<file path="config.mk">
export PLATFORM = sky130hd
export DESIGN_NAME = instr_memory
export DESIGN_NICKNAME = d
export VERILOG_FILES = /design/src/rtl/instr_memory.sv
export SDC_FILE = /design/constraint.sdc
export NUM_CORES = 2
export LEC_CHECK = 0
export CORE_MARGIN = 2
export CORE_UTILIZATION = 40
export CTS_CLUSTER_SIZE = 30
export DETAILED_ROUTE_END_ITERATION = 8
export MAX_ROUTING_LAYER = met4
export PLACE_DENSITY_LB_ADDON = 0.15
export SLEW_MARGIN = 20
export SYNTH_ARGS = -nofsm -noshare
export SYNTH_HDL_FRONTEND = slang
export SYNTH_SLANG_ARGS = --single-unit
</file>
<file path="constraint.sdc">
create_clock -name CLK -period 2.8 [get_ports CLK]
set_clock_uncertainty 0.15 [all_clocks]
set_input_delay 0.56 -clock CLK [delete_from_list [all_inputs] [get_ports CLK]]
set_output_delay 0.56 -clock CLK [all_outputs]
set_load 0.005 [all_outputs]
</file>
<file path="src/rtl/instr_memory.sv">
// Purpose : word-organised instruction ROM/RAM feeding the decoder; returns mem[PC[31:2]] on a registered output.
// Latency : one cycle from PC to Instruction_Code/Addr_Err; a write becomes visible on the following fetch.
// Backpr. : none; a fetch is accepted every cycle and writes complete in one cycle, no stall path.
//
// Ports:
//   CLK              rising-edge clock
//   RST              asynchronous active-low reset; restores the default program image
//   PC               byte address to fetch (bits [1:0] flag misalignment only)
//   Write_Enable     one-cycle pulse writes Write_Data to word Write_Addr[31:2]
//   Write_Addr       byte address of the write (bits [1:0] ignored)
//   Write_Data       instruction word to store
//   Instruction_Code registered instruction word at PC (NOP_WORD when out of range)
//   Addr_Err         registered flag: last fetch was out of range or misaligned
module instr_memory #(
  parameter int unsigned DEPTH_WORDS = 64,
  parameter logic [31:0] NOP_WORD    = 32'h00000013
) (
  input  logic        CLK,
  input  logic        RST,
  input  logic [31:0] PC,
  input  logic        Write_Enable,
  input  logic [31:0] Write_Addr,
  input  logic [31:0] Write_Data,
  output logic [31:0] Instruction_Code,
  output logic        Addr_Err
);

  localparam int unsigned IDX_W     = (DEPTH_WORDS > 1) ? $clog2(DEPTH_WORDS) : 1;
  localparam logic [29:0] DEPTH_IDX = 30'(DEPTH_WORDS);

  // Default program: x1=5, x2=3, x3=x1+x2, x4=x1-x2, then NOP filler.
  function automatic logic [31:0] default_word(input int unsigned idx);
    logic [31:0] w;
    case (idx)
      0:       w = 32'h00500093;
      1:       w = 32'h00300113;
      2:       w = 32'h002081B3;
      3:       w = 32'h40208233;
      default: w = NOP_WORD;
    endcase
    return w;
  endfunction

  logic [31:0]      mem_q [DEPTH_WORDS];
  logic [31:0]      mem_d [DEPTH_WORDS];
  logic [31:0]      instr_q, instr_d;
  logic             err_q, err_d;

  logic             fetch_in_range;
  logic [IDX_W-1:0] fetch_idx;
  logic             wr_in_range;
  logic [IDX_W-1:0] wr_idx;
  logic             wr_en;
  logic             unused_waddr_lsb;

  // Range checks use the full 30-bit word index so that high address bits
  // cannot alias back into the array.
  assign fetch_in_range   = (PC[31:2] < DEPTH_IDX);
  assign fetch_idx        = PC[IDX_W+1:2];
  assign wr_in_range      = (Write_Addr[31:2] < DEPTH_IDX);
  assign wr_idx           = Write_Addr[IDX_W+1:2];
  assign wr_en            = Write_Enable && wr_in_range;
  assign unused_waddr_lsb = ^Write_Addr[1:0];

  // Fetch path reads the current array contents, so a same-cycle write to
  // the fetched word is not seen until the next fetch (read-before-write).
  always_comb begin
    instr_d = NOP_WORD;
    err_d   = 1'b1;
    if (fetch_in_range) begin
      instr_d = mem_q[fetch_idx];
      err_d   = (PC[1:0] != 2'b00);
    end
  end

  // Out-of-range writes are dropped here and never reach Addr_Err.
  always_comb begin
    mem_d = mem_q;
    if (wr_en) begin
      mem_d[wr_idx] = Write_Data;
    end
  end

  // Reset reloads the whole image, so any patched words revert immediately.
  always_ff @(posedge CLK or negedge RST) begin
    if (!RST) begin
      instr_q <= 32'h00000000;
      err_q   <= 1'b0;
      for (int unsigned i = 0; i < DEPTH_WORDS; i++) begin
        mem_q[i] <= default_word(i);
      end
    end else begin
      instr_q <= instr_d;
      err_q   <= err_d;
      mem_q   <= mem_d;
    end
  end

  assign Instruction_Code = instr_q;
  assign Addr_Err         = err_q;

endmodule

</file>
==> metrics.md <==
| Metric | Value |
|---|---|
| Outcome | finished, final reports clean |
| Chip height | 491.9 um |
| Number of global-route vias before repair | 59925 |
| Top cells by area, synth | dfrtp_1, mux2_2, mux4_2 |
| Clk sinks | 2081 |
| Post-Syn Nets | 6169 |
| Cts repair resizes | 0 |
| Tightest Pin Transition | 0.8966 ns |
| Setup crit start kind | register |
| Critical path's top delay family | buffers and inverters |
| Compound-cell area share of the yosys netlist | 0.02506 |
| Fillers | 20335 |
| Async SR Flop Fraction | 1.000 |
| Data arrival time of the worst path | 1.97 ns |
| Clk_lat worst skew | 0.90 ns |
| Final Core Density | 0.4794 |
| DR WL/cell | 29.64 um |
| HP Class | input pin to register |
| Post-synth EDFFs | 0 |
| TritonCTS buffer count | 226 |
| Share of cells above drive strength 1 | 0.5669 |
| CP max FO | 1 |
| Total Routing Usage GR | 0.2520 |
| Post-Synth Simple-Gate Area | 0.02317 |
| Peak Freq | 373.8 MHz |
| Core area | 237200 um2 |
| Worst VDD drop | 0.7214 mV |
| Warnings, synthesis | 0 |
| Gpl congestion | 0.8079 |
| Yosys top cell area share | 0.4923 |
| LEAKAGE | 0.05376 uW |
| Post-layout nets | 6625 |
| WP data required | 2.09 ns |
| Max_slew headroom | 0.4022 |
| Cell row count | 179 |
| DR vias | 56222 |
| Mapped Area | 95210 um2 |
| Post-synth top flop | dfrtp_1 |
| # DRC | 0 |
| Crit path kind | register to output pin |
| Clock Path Buffers | 3 |
| Port bufs | 129 |
| Critical path buffer and inverter count | 1 |
| Min Tclk post-route | 2.675 ns |
| Critical path's slowest cell | clkdlybuf4s50_1 |
| Starting Density | 0.4014 |
| Final ANT Viol Nets | 0 |
| Cell Area, Placed | 105900 um2 |
| Vias/cell | 5.678 |
| Post-synth top area cell | dfrtp_1 |
| Seq cells post-synth | 2081 |
| TritonCTS clock tree | yes |
| Mean area per synthesized cell | 15.69 um2 |
| Synth cell types | 73 |
| Setup crit end kind | output pin |
| # Max-Cap Violations | 0 |
| P&R area growth vs syn | 19.41% |
| Setup Fix Bufs, Post-CTS | 0 |
| Root Buffer | clkbuf_16 |
| Period utilization | 0.9554 |
| CP max stage delay | 0.57 ns |
| Final Hold Viols | 0 |
| Total gr overflow | 0 |
| Post-CTS Hold Fix Bufs | 1 |
| Slew Viols, Final | 0 |
| Largest family of logic cells by synthesized area | multiplexers |
| Initial antenna violation count | 25 |
| DRT Wirelength | 293.5 mm |
| Synthesized netlist cell count | 6070 |
| XOR/XNOR share of the synthesized area | 0 |
| # H-tree levels | 4 |
| Die area | 242000 um2 |
| I/O Pins | 132 |
| Cell Chain, Critical Path | clkdlybuf4s50_1 |
| Final setup fails | 0 |
| DRT iter0 DRCs | 3906 |
| 1st-pass router iterations | 5 |
| Adder-Cell Fraction of Synth Area | 0 |
| Worst-path clk slew | 0.06 ns |
| Die width | 491.9 um |
| RSZ-0062 raised after global routing | false |
| Largest net degree at the start of global routing | 142 |
| Fin Hold WS | 0.09106 ns |
| First-pass GRT wire length | 434.1 mm |
| HPWL after detailed placement | 191.7 mm |
| Post-synthesis sequential area ratio | 0.5497 |
| Mux cell area share after synthesis | 0.3675 |
| Post-route design area | 113700 um2 |
| PwrDens | 567.2 nW/um2 |
-- synth_stat cells (all sizes together), types with 5 or more instances --
master / count
a21oi: 36
a221oi: 67
a22o: 6
a22oi: 11
a32o: 8
a32oi: 15
buf: 342
clkbuf: 289
dfrtp: 1873
dfstp: 208
inv: 5
mux2: 2050
mux2i: 197
mux4: 441
nand2: 93
nand2b: 6
nand3: 22
nand3b: 9
nand4: 10
nor2: 82
nor2b: 5
nor3: 35
nor4: 37
o211ai: 5
o21a: 9
o21ai: 20
o22ai: 79
o31ai: 11
o32ai: 13
o41ai: 9
or2: 21
or3: 5
or3b: 6
-- per-layer routing --
layer,up-vias,wire (um),share of wire,track usage
met2,1082,141400,0.48,0.3970
met1,31203,134500,0.46,0.3463
met4,0,6780,0.023,0.06448
met5,-,0,0,-
met3,366,10880,0.037,0.03231
li1,23571,-,-,-
-- report_power, final --
group / switching, uW / internal (uW) / total (uW) / leakage, uW
combinational: 2510 / 1260 / 3760 / 0.0216
clock: 12900 / 17800 / 30600 / 0.00381
sequential: 0.000461 / 30100 / 30100 / 0.0283
-- sequential cells by signal (all words and copies together), names as in the netlist --
| name | count |
|---|---|
| mem_q | 2048 |
| Addr_Err | 1 |
| Instruction_Code | 32 |
-- path summary, 6_finish.rpt --
check                                     from                   to  slack, ns  depth (start not counted)
hold reg to reg                    mem_q[1203]          mem_q[1203]       0.33                          1
min in group asynchronous                  RST           mem_q[510]       0.38                          3
setup / recovery           Instruction_Code[2]  Instruction_Code[2]       0.12                          1
hold / removal                           PC[1]             Addr_Err       0.09                          2
setup reg to reg                   mem_q[1632]  Instruction_Code[0]       0.38                          6
max in group asynchronous                  RST          mem_q[1678]       1.28                          3
-- cell families (layout without fill, tap and decap cells) --
kind of cell | Yosys count | in the layout
compound gates | 322 | 322
simple gates | 343 | 343
flops | 2081 | 2081
mux | 2688 | 2688
buf+inv | 636 | 1289
other cells | 0 | 11
-- through the flow --
stage	instances	power [uW]	TNS [ns]	setup slack, ns
floorplan	6070	32040	0	0.1416
global placement	9464	34400	-1010.99	-0.7102
detailed placement	9464	34420	-1038.60	-0.6930
CTS	9890	65240	0	0.04706
global route	9901	66690	0	0.08316
finish	9901	64480	0	0.1249
-- cells in the final DEF, fill, tap and decap left out, types with 20 or more instances in the layout --
cell and n:
dfrtp_1 1873, nor3_1 33, clkbuf_8 56, a221oi_1 67, nor4_4 24, clkbuf_1 54
buf_4 483, dfstp_2 208, or2_2 21, a21oi_1 36, o22ai_1 79, buf_12 248
nor2_4 43, mux4_2 441, clkdlybuf4s50_1 91, nand3_1 20, clkbuf_16 227, mux2_1 140
nand2_1 93, nor2_1 39, o21ai_0 20, buf_2 32, clkinv_2 54, mux2_2 1910
mux2i_1 197
-- cell type report --
class,instances,area [um2],area share
repair buffers,859,9744,0.08571
multi-input cells,3353,39890,0.3509
clock inverters,88,1055,0.009277
diodes,11,27.53,0.0002421
well taps,3167,3963,0.03485
inverters,5,23.77,0.0002091
clock buffers,337,6654,0.05852
flip-flops and latches,2081,52340,0.4603
(Power assumes the default switching activity.)
